$ cat config.mk
export PLATFORM = sky130hd
export DESIGN_NAME = execute_stage
export DESIGN_NICKNAME = d
export VERILOG_FILES = /design/src/rtl/cpu_pkg.sv /design/src/rtl/ex_multiplier.sv /design/src/rtl/execute_stage.sv
export SDC_FILE = /design/constraint.sdc
export NUM_CORES = 1
export LEC_CHECK = 0
export CORE_UTILIZATION = 53
export CTS_CLUSTER_DIAMETER = 100
export DETAILED_ROUTE_END_ITERATION = 6
export GPL_TIMING_DRIVEN = 0
export PLACE_DENSITY_LB_ADDON = 0.08
export SYNTH_ARGS = -nofsm -noshare
export SYNTH_HDL_FRONTEND = slang
export SYNTH_SLANG_ARGS = --single-unit
$ cat constraint.sdc
create_clock -name clk -period 7.7 [get_ports clk]
set_input_delay 1.54 -clock clk [delete_from_list [all_inputs] [get_ports clk]]
set_output_delay 1.54 -clock clk [all_outputs]
set_load 0.02 [all_outputs]
$ cat src/rtl/cpu_pkg.sv
// Shared CPU definitions: opcodes, flag bit positions,
// EX control bundle and multiply FSM states.
package cpu_pkg;

   localparam logic [4:0] OP_ADD     = 5'b00000;
   localparam logic [4:0] OP_SUB     = 5'b00001;
   localparam logic [4:0] OP_AND     = 5'b00010;
   localparam logic [4:0] OP_OR      = 5'b00011;
   localparam logic [4:0] OP_XOR     = 5'b00100;
   localparam logic [4:0] OP_SLL     = 5'b00101;
   localparam logic [4:0] OP_SRL     = 5'b00110;
   localparam logic [4:0] OP_BRANCH  = 5'b00111;
   localparam logic [4:0] OP_IMML    = 5'b01000;
   localparam logic [4:0] OP_IMMH    = 5'b01001;
   localparam logic [4:0] OP_LOAD    = 5'b01010;
   localparam logic [4:0] OP_STORE   = 5'b01011;
   localparam logic [4:0] OP_DBLOAD  = 5'b01100;
   localparam logic [4:0] OP_DBSTORE = 5'b01101;
   localparam logic [4:0] OP_MUL     = 5'b01110;

   localparam int FLAG_N = 2;
   localparam int FLAG_V = 1;
   localparam int FLAG_Z = 0;

   typedef enum logic [1:0] {
      IDLE = 2'd0,
      BUSY = 2'd1,
      DONE = 2'd2
   } mul_state_t;

   typedef struct packed {
      logic alu2reg;
      logic mem2reg;
      logic bus2reg;
      logic mem_rd;
      logic mem_wr;
      logic bus_wr;
   } ex_ctrl_t;

endpackage

$ cat src/rtl/ex_multiplier.sv
// Iterative shift-add multiplier, one partial product per clock.
// start_i launches, busy_o covers every iteration, done_o marks the last.
module ex_multiplier
   import cpu_pkg::*;
#(
   parameter int DW         = 16,
   parameter int MUL_CYCLES = 16
) (
   input  logic          clk,
   input  logic          rst_n,
   input  logic          hold_i,
   input  logic          start_i,
   input  logic [DW-1:0] a_i,
   input  logic [DW-1:0] b_i,
   output logic          busy_o,
   output logic          done_o,
   output logic [DW-1:0] prod_o
);

   localparam int CW = $clog2(MUL_CYCLES);
   localparam logic [CW-1:0] LAST = CW'(MUL_CYCLES - 1);

   mul_state_t    state_q, state_d;
   logic [DW-1:0] a_q, a_d;
   logic [DW-1:0] b_q, b_d;
   logic [DW-1:0] acc_q, acc_d;
   logic [CW-1:0] cnt_q, cnt_d;
   logic          last;

   // prod_o already includes the current iteration's addend
   assign prod_o = acc_q + (b_q[0] ? a_q : '0);
   assign busy_o = (state_q == BUSY);
   assign last   = busy_o && (cnt_q == LAST);
   assign done_o = last && !hold_i;

   always_comb begin
      state_d = state_q;
      a_d     = a_q;
      b_d     = b_q;
      acc_d   = acc_q;
      cnt_d   = cnt_q;
      unique case (state_q)
         IDLE, DONE: begin
            state_d = IDLE;
            if (start_i) begin
               state_d = BUSY;
               a_d     = a_i;
               b_d     = b_i;
               acc_d   = '0;
               cnt_d   = '0;
            end
         end
         BUSY: begin
            acc_d = prod_o;
            a_d   = a_q << 1;
            b_d   = b_q >> 1;
            cnt_d = cnt_q + 1'b1;
            if (last) state_d = DONE;
         end
         default: state_d = IDLE;
      endcase
   end

   always_ff @(posedge clk or negedge rst_n) begin
      if (!rst_n) begin
         state_q <= IDLE;
         a_q     <= '0;
         b_q     <= '0;
         acc_q   <= '0;
         cnt_q   <= '0;
      end else if (!hold_i) begin
         state_q <= state_d;
         a_q     <= a_d;
         b_q     <= b_d;
         acc_q   <= acc_d;
         cnt_q   <= cnt_d;
      end
   end

endmodule

$ cat src/rtl/execute_stage.sv
// EX stage: forwarding, ALU, NVZ flags and EX/MEM register.
// Define EX_MUL_EN to build the stalling iterative multiplier.
module execute_stage
   import cpu_pkg::*;
#(
   parameter int DW         = 16,
   parameter int RW         = 4,
   parameter int MUL_CYCLES = 16
) (
   input  logic          clk,
   input  logic          rst_n,
   input  logic [4:0]    iOpcode,
   input  logic [DW-1:0] iImm,
   input  logic [RW-1:0] iSr1,
   input  logic [RW-1:0] iSr2,
   input  logic [DW-1:0] iData1,
   input  logic [DW-1:0] iData2,
   input  logic          iAlutoReg,
   input  logic          iMemtoReg,
   input  logic          iBustoReg,
   input  logic [RW-1:0] iWriteBackAddr,
   input  logic          iALUSrc,
   input  logic          iMemRead,
   input  logic          iMemWrite,
   input  logic          iBusWrite,
   input  logic          iHalt,
   input  logic          iWbEn,
   input  logic [RW-1:0] iWbAddr,
   input  logic [DW-1:0] iWbData,
   output logic [2:0]    oNVZ,
   output logic [DW-1:0] oResult,
   output logic [DW-1:0] oStoreData,
   output logic          oAlutoReg,
   output logic          oMemtoReg,
   output logic          oBustoReg,
   output logic [RW-1:0] oWriteBackAddr,
   output logic          oMemRead,
   output logic          oMemWrite,
   output logic          oBusWrite,
   output logic          oStall
);

   logic [DW-1:0] result_q, result_d;
   logic [DW-1:0] store_q, store_d;
   ex_ctrl_t      ctrl_q, ctrl_d;
   logic [RW-1:0] wa_q, wa_d;
   logic [2:0]    nvz_q, nvz_d;

   logic [DW-1:0] op_a, op_b, alu_res, alu_sd;
   logic          op_ok, flag_we, alu_v;

   logic          mul_start, mul_busy, mul_done;
   logic [DW-1:0] mul_prod;
   logic          mul_alu;
   logic [RW-1:0] mul_wa;

   // ALUSrc selection and the high immediate byte are resolved upstream
   logic unused_inputs;
   assign unused_inputs = iALUSrc ^ (^iImm[DW-1:8]);

   // EX/MEM result beats MEM/WB; r0 is never forwarded
   function automatic logic [DW-1:0] fwd(
      input logic [RW-1:0] src,
      input logic [DW-1:0] rf,
      input logic          ex_en,
      input logic [RW-1:0] ex_a,
      input logic [DW-1:0] ex_v,
      input logic          wb_en,
      input logic [RW-1:0] wb_a,
      input logic [DW-1:0] wb_v
   );
      if (src == '0)                  return rf;
      else if (ex_en && ex_a == src) return ex_v;
      else if (wb_en && wb_a == src) return wb_v;
      else                            return rf;
   endfunction

   assign op_a = fwd(iSr1, iData1, ctrl_q.alu2reg, wa_q, result_q,
                     iWbEn, iWbAddr, iWbData);
   assign op_b = fwd(iSr2, iData2, ctrl_q.alu2reg, wa_q, result_q,
                     iWbEn, iWbAddr, iWbData);

   always_comb begin
      alu_res = '0;
      alu_sd  = '0;
      alu_v   = 1'b0;
      op_ok   = 1'b1;
      flag_we = 1'b0;
      unique case (iOpcode)
         OP_ADD: begin
            alu_res = op_a + op_b;
            alu_v   = (op_a[DW-1] == op_b[DW-1]) &&
                      (alu_res[DW-1] != op_a[DW-1]);
            flag_we = 1'b1;
         end
         OP_SUB: begin
            alu_res = op_a - op_b;
            alu_v   = (op_a[DW-1] != op_b[DW-1]) &&
                      (alu_res[DW-1] != op_a[DW-1]);
            flag_we = 1'b1;
         end
         OP_AND: begin
            alu_res = op_a & op_b;
            flag_we = 1'b1;
         end
         OP_OR: begin
            alu_res = op_a | op_b;
            flag_we = 1'b1;
         end
         OP_XOR: begin
            alu_res = op_a ^ op_b;
            flag_we = 1'b1;
         end
         OP_SLL: begin
            alu_res = op_a << op_b[3:0];
            flag_we = 1'b1;
         end
         OP_SRL: begin
            alu_res = op_a >> op_b[3:0];
            flag_we = 1'b1;
         end
         OP_BRANCH: alu_res = '0;
         OP_IMML:   alu_res = {op_a[DW-1:8], iImm[7:0]};
         OP_IMMH:   alu_res = {iImm[7:0], op_a[DW-9:0]};
         OP_LOAD, OP_DBLOAD: alu_res = op_a;
         OP_STORE, OP_DBSTORE: begin
            alu_res = op_a;
            alu_sd  = op_b;
         end
         default: op_ok = 1'b0;
      endcase
   end

`ifdef EX_MUL_EN
   logic          mul_alu_q;
   logic [RW-1:0] mul_wa_q;

   assign mul_start = !iHalt && !mul_busy && (iOpcode == OP_MUL);
   assign mul_alu   = mul_alu_q;
   assign mul_wa    = mul_wa_q;
   assign oStall    = mul_busy;

   ex_multiplier #(
      .DW         (DW),
      .MUL_CYCLES (MUL_CYCLES)
   ) u_mul (
      .clk     (clk),
      .rst_n   (rst_n),
      .hold_i  (iHalt),
      .start_i (mul_start),
      .a_i     (op_a),
      .b_i     (op_b),
      .busy_o  (mul_busy),
      .done_o  (mul_done),
      .prod_o  (mul_prod)
   );

   always_ff @(posedge clk or negedge rst_n) begin
      if (!rst_n) begin
         mul_alu_q <= 1'b0;
         mul_wa_q  <= '0;
      end else if (mul_start) begin
         mul_alu_q <= iAlutoReg;
         mul_wa_q  <= iWriteBackAddr;
      end
   end
`else
   assign mul_start = 1'b0;
   assign mul_busy  = 1'b0;
   assign mul_done  = 1'b0;
   assign mul_prod  = '0;
   assign mul_alu   = 1'b0;
   assign mul_wa    = '0;
   assign oStall    = 1'b0;
`endif

   always_comb begin
      result_d = result_q;
      store_d  = store_q;
      ctrl_d   = ctrl_q;
      wa_d     = wa_q;
      nvz_d    = nvz_q;
      if (!iHalt) begin
         if (mul_done) begin
            result_d       = mul_prod;
            store_d        = '0;
            ctrl_d         = '0;
            ctrl_d.alu2reg = mul_alu;
            wa_d           = mul_wa;
            nvz_d[FLAG_N]  = mul_prod[DW-1];
            nvz_d[FLAG_V]  = 1'b0;
            nvz_d[FLAG_Z]  = (mul_prod == '0);
         end else if (mul_busy || mul_start || !op_ok) begin
            result_d = '0;
            store_d  = '0;
            ctrl_d   = '0;
            wa_d     = '0;
         end else begin
            result_d = alu_res;
            store_d  = alu_sd;
            ctrl_d   = '{alu2reg: iAlutoReg, mem2reg: iMemtoReg,
                         bus2reg: iBustoReg, mem_rd: iMemRead,
                         mem_wr: iMemWrite, bus_wr: iBusWrite};
            wa_d     = iWriteBackAddr;
            if (flag_we) begin
               nvz_d[FLAG_N] = alu_res[DW-1];
               nvz_d[FLAG_V] = alu_v;
               nvz_d[FLAG_Z] = (alu_res == '0);
            end
         end
      end
   end

   always_ff @(posedge clk or negedge rst_n) begin
      if (!rst_n) begin
         result_q <= '0;
         store_q  <= '0;
         ctrl_q   <= '0;
         wa_q     <= '0;
         nvz_q    <= '0;
      end else begin
         result_q <= result_d;
         store_q  <= store_d;
         ctrl_q   <= ctrl_d;
         wa_q     <= wa_d;
         nvz_q    <= nvz_d;
      end
   end

   assign oNVZ           = nvz_q;
   assign oResult        = result_q;
   assign oStoreData     = store_q;
   assign oAlutoReg      = ctrl_q.alu2reg;
   assign oMemtoReg      = ctrl_q.mem2reg;
   assign oBustoReg      = ctrl_q.bus2reg;
   assign oWriteBackAddr = wa_q;
   assign oMemRead       = ctrl_q.mem_rd;
   assign oMemWrite      = ctrl_q.mem_wr;
   assign oBusWrite      = ctrl_q.bus_wr;

endmodule

Word-level counts from Yosys, hierarchy flattened
Cells that the tools add are included. Widths: inputs -> output; s select.

$add $sub $neg: 2. Equal/unequal tests: 21. Shift operators: 2. Multiplexer cells: 15. Bitwise gates (word level): 4. Reduce and logical (&&, ||, !) cells: 15.

Operators with widths (number): $pmux 16 s10 (1); $mux 16 (9); $eq 5x4->1 const B (6); $eq 5x3->1 const B (4); $add 16x16->16 (1); $and 16x16->16 (1); $eq 4x4->1 (4); $logic_not 16->1 (1); $or 16x16->16 (1); $shl 16x4->16 (1); $shr 16x4->16 (1); $sub 16x16->16 (1); $xor 16x16->16 (1); $reduce_or 14->1 (1); $eq 5x2->1 const B (2); $logic_not 4->1 (2); $reduce_or 7->1 (1); $logic_and 1x1->1 (6); $mux 6 (1); $eq 5x1->1 const B (1); $logic_not 5->1 (1); $mux 4 (1); $reduce_or 4->1 (1); $ne 1x1->1 (3); other kinds (6) (7).

Register bits after elaboration: 45. Input port bits: 96. Output and inout port bits: 46. Word-level logic and storage cells: 69.

Longest topological paths before layout
Depth after elaboration: 9. Mapped depth: 24. Mapped depth without buffers: 20.

Least setup slack after synthesis
No wires, ideal clock.

Path type: input -> register. Start point: input port iWbAddr[3]. End point: register nvz_q[0], in the netlist oNVZ[0]. Library setup time: 92 ps. Data arrival time: 6806 ps. Data required time: 7608 ps. Setup slack: 802 ps. Stages on the path: 24. Path buffers: 4. Path through: inv_1 -> a222oi_1 -> or4b_1 -> buf_2 -> and3_4 -> nor2_4 -> inv_2 -> buf_4 -> buf_2 -> buf_1 -> ha_1 -> fa_1 -> nor2b_1 -> o2111ai_1 -> a211o_1 -> a21oi_1 -> o311ai_0 -> nand3_1 -> xor2_1 -> a32oi_1 -> nand3_1 -> or4_1 -> or4_1 -> o31ai_2.

Longest elaborated chain between the ends: 8. Elaborated cells between the ends (all ways): 19. Those cells by class: 2 x add/sub; 2 x eq/ne; 2 x shift; 7 x mux; 3 x bitwise; 3 x reduce/logical.

Ends and longest elaborated chain: start, declared (RTL line execute_stage.sv:28) `input logic [RW-1:0] iWbAddr,`; $eq 4x4->1 (RTL line execute_stage.sv:74) `else if (wb_en && wb_a == src) return wb_v;`; $logic_and 1x1->1 (RTL line execute_stage.sv:74); $mux 16 (RTL line execute_stage.sv:74); $mux 16 (RTL line execute_stage.sv:73) `else if (ex_en && ex_a == src) return ex_v;`; $mux 16 (RTL line execute_stage.sv:72) `if (src == '0) return rf;`; $sub 16x16->16, or another cell as far along (RTL line execute_stage.sv:97) `alu_res = op_a - op_b;`; $pmux 16 s10 * (RTL line execute_stage.sv:89) `unique case (iOpcode)`; $logic_not 16->1 * (RTL line execute_stage.sv:208) `nvz_d[FLAG_Z] = (alu_res == '0);`; end signal, assigned (RTL line execute_stage.sv:226) `nvz_q <= nvz_d;`; end, declared (RTL line execute_stage.sv:47) `logic [2:0] nvz_q, nvz_d;`.

Every way passes the cells marked *; elsewhere a longest branch is shown, timed or not. A chain may end at the register's enable or synchronous reset.

Worst setup path after layout
Start point: input port iSr2[2]. End point: register nvz_q[0], in the netlist oNVZ[0].

Longest elaborated chain between the ends: 8. Elaborated cells between the ends (all ways): 17. Those cells by class: 2 x add/sub; 2 x eq/ne; 2 x shift; 4 x mux; 3 x bitwise; 4 x reduce/logical.

Ends and longest elaborated chain: start, declared (RTL line execute_stage.sv:15) `input logic [RW-1:0] iSr2,`; $eq 4x4->1 (RTL line execute_stage.sv:74); $logic_and 1x1->1 (RTL line execute_stage.sv:74); $mux 16 (RTL line execute_stage.sv:74); $mux 16 (RTL line execute_stage.sv:73); $mux 16 * (RTL line execute_stage.sv:72); $sub 16x16->16, or another cell as far along (RTL line execute_stage.sv:97); $pmux 16 s10 * (RTL line execute_stage.sv:89); $logic_not 16->1 * (RTL line execute_stage.sv:208).

Marked as above.

==> qor.yml <==
crit_arrival_ns: 7.83
finClkSkew_ns: 0.006484
cts_buffers: 5
antenna_left: 0
postLayoutCellArea_sq_mm: 0.008247
setup_viol: 0
clk_pin_slew_ns: 0.07
clk_path_buf_depth: 2
wl_per_cell_microns: 28.76
die-area_sq_mm: 0.01256
globalplace.congestion: 1.077
rr_worst_depth: 20
drv_cap: 0
worst_pin_slew_ns: 1.384
start_util: 0.5527
dp_cells: 1121
diodes: 0
worst_r2r_endpoint: "oNVZ[0]"
dpl_cell_area_sq_mm: 0.007890
io_buffer_count: 127
synthArstFlopShare: 1.000
slew_viol_final: 0
synth_mux_area_frac: 0.04327
final-seq-area_sq_mm: 0.001126
htreeDepth: 2
ys.flop_type: "dfrtp_1"
synth-edff-count: 0
cp_max_fo: 10
hpwl_mm: 23.84
synth.distinct_cells: 80
timing.rr.start: "oWriteBackAddr[1]"
grt_first_pass_wirelength_mm: 47.98
fillers: 825
status: "finished with violations"
drt_iter0_drc: 1681
ys_seq_area_frac: 0.1754
drc_errors: 4
p_switching_w: 0.0005283
ir_worst_vdd_mv: 0.1956
antenna_found_initial: 0
synth-simple-area-share: 0.2092
multiInputGateArea_sq_mm: 0.004901
postSynthAreaPerCell_sq_um: 7.551
fp.dieW_microns: 112.1
synth_cells: 850
finalCritPeriodShare: 0.9888
synth_compound_area_frac: 0.3558
crit_path_end: "oNVZ[0]"
cp-start-kind: "input pin"
required_ns: 7.91
io_pins: 142
syn_area_sq_mm: 0.006419
min_path_cells: 1
p_clk_frac: 0.238
cts.sinks: 45
die_height_microns: 112.1
drt_wl_total_mm: 32.70
root_buffer: "clkbuf_16"
synth_fa_ha_area_frac: 0.1037
p_per_area_mw_per_mm2: 147.6
pwr-share-comb: 0.530
synth-xor-area-share: 0.03821
vias_per_cell: 7.668
synth_top_family_by_area: "compound AO/OA/AOI/OAI gates"
end_kind: "flip-flop"
nets: 1141
drt-pass1-iter-count: 7
yosys_warnings: 0
synth_seq_cells: 45
power_frac_seq: 0.232
synth.net_count: 998
areaGrowthSynthToFinish_pct: 28.48
violations: "design-rule violations"
grt_max_degree: 35
leakage_nw: 3.409
total_power_w: 0.001217
hold_violations: 0
slew_headroom: 0.06415
clock.fmax_mhz: 131.3
instances_no_fill: 1137
grt_overflow: 0
core_sq_mm: 0.01161
rows: 39
drive_gt1_frac: 0.09256
hp-class: "flip-flop to flip-flop"
cts_tree: "done"
crit_start: "iSr2[2]"
reg2reg_slack_ns: 1.39
vias: 8719
switching_share: 0.4340
grt_pass1_vias: 8148
fin_util: 0.7101
path_class: "input pin to flip-flop"
grt_util_all_layers: 0.5063
clk_latency_ns: 0.30
p_int_w: 0.0006889
fin_crit_ns: 7.614
## power groups by stage
stage	Clock, W	Sequential, W	Combinational (W)
finish	0.000289	0.000283	0.000645
floorplan	0	0.000301	0.000332
detailed placement	0	0.000282	0.000587
global placement	0	0.000281	0.000581
CTS	0.000284	0.000279	0.000600
global route	0.000295	0.000283	0.000666
## worst min path at each step
stage                     end           start  slack, ns
3_5_place_dp   oStoreData[12]  oStoreData[12]       0.50
2_1_floorplan         oNVZ[1]         oNVZ[1]       0.59
4_1_cts        oStoreData[12]  oStoreData[12]       0.52
3_3_place_gp    oStoreData[9]   oStoreData[9]       0.49
5_1_grt        oStoreData[14]  oStoreData[14]       0.54
6_report            oBusWrite       oBusWrite       0.52
## flip-flops by register name, summed over array words and instances (netlist names)
name	flops
oMemRead	1
oBusWrite	1
oMemWrite	1
oBustoReg	1
oWriteBackAddr	4
oMemtoReg	1
oNVZ	3
oResult	16
oStoreData	16
oAlutoReg	1
## synthesized netlist by cell type (4+ instances only)
master,number,share of area
and2_1,8,0.0078
a211oi_1,11,0.013
nor2b_1,5,0.0049
nand2b_1,8,0.0078
a22oi_1,27,0.032
and3_1,8,0.0078
ha_1,50,0.097
buf_2,13,0.010
nor4_1,8,0.0078
o221a_2,10,0.018
a32oi_1,5,0.0068
a222oi_1,7,0.011
nor3_1,42,0.033
a311oi_1,5,0.0068
clkbuf_1,38,0.022
a41oi_1,5,0.0068
mux2i_1,12,0.019
or3_1,6,0.0058
a2111oi_0,4,0.0055
xor2_1,6,0.0082
o22ai_1,5,0.0049
o211ai_1,19,0.022
inv_2,5,0.0029
mux2_2,14,0.025
a31oi_1,11,0.011
a221oi_1,11,0.015
a22o_1,26,0.035
o21ai_0,54,0.042
o31ai_1,5,0.0058
buf_1,4,0.0023
nand3b_1,7,0.0082
nand2_1,62,0.036
nand4_1,4,0.0039
a211o_1,7,0.0096
nor2_1,50,0.029
dfrtp_1,45,0.18
or4_1,7,0.0082
inv_1,53,0.031
nand3_1,29,0.023
a21oi_1,60,0.047
o2111ai_1,5,0.0068
a21o_1,6,0.0070
xnor2_1,22,0.030
## worst max-delay path, cell delays in order
cell and delay (ns):
clkdlybuf4s50_1 0.63, xnor2_1 0.16, nand2_1 0.19, nor2_1 0.32, clkbuf_1 0.55, a22oi_1 0.25, o21ai_2 0.30, inv_1 0.12
ha_1 0.24, or3_1 0.41, or4_1 0.43, nand3b_1 0.28, a311oi_1 0.32, a211oi_1 0.08, a31oi_1 0.19, xnor2_1 0.16
o21ai_0 0.13, nand4b_1 0.30, or4_1 0.53, or4_1 0.53, o31ai_2 0.18
## metrics by stage
step	TNS [ns]	setup WS, ns	hold WS, ns
CTS	0	0.02290	0.5184
detailed placement	-2.836	-1.328	0.4982
global placement	-1.915	-1.260	0.4928
global route	-0.08825	-0.08825	0.5408
finish	0	0.08647	0.5238
floorplan	0	0.8025	0.5888
## layer usage
metal	GRT usage	vias to the layer above	wire length [microns]
met5	0	-	0
met4	0.3280	0	2817
met3	0.1577	267	5240
met2	0.7462	980	13310
met1	0.6410	3935	11340
li1	-	3537	-
## placed cells by master, fill, tap and decap left out, types with 8 or more instances in the layout
cell type / instances
clkbuf_1: 34
o211ai_1: 19
buf_2: 12
a22o_1: 26
xnor2_1: 22
a31oi_1: 11
o221a_2: 10
mux2i_1: 12
clkdlybuf4s50_1: 123
buf_4: 14
a22oi_1: 26
a21oi_1: 60
nand2b_1: 8
inv_1: 53
nand2_1: 62
dfrtp_1: 45
mux2_2: 14
o21ai_0: 47
and2_1: 8
and3_1: 8
nor2_1: 50
nor3_1: 42
nand3_1: 28
a221oi_1: 10
a211oi_1: 10
ha_1: 49
## logic make-up after synthesis
kind of cell | count (synthesis)
flops | 45
compound gates | 319
buf+inv | 117
other cells | 1
fa+ha+maj | 52
xor+xnor | 28
simple gates | 262
mux | 26
## layout make-up
class,count,area share
clock buffers,5,0.01517
well taps,143,0.02170
repair buffers,140,0.1675
multi-input cells,688,0.5943
clock inverters,3,0.008345
flip-flops and latches,45,0.1365
inverters,58,0.02640
plain buffers,55,0.03004
## repair_timing
action                     CTS  global route
pin swaps                    4             4
gates resized for setup     11            18
setup endpoints to repair    6             1
hold buffers                 0             0
setup buffers                5             6
gates cloned                 0             0
(Power assumes the default switching activity.)
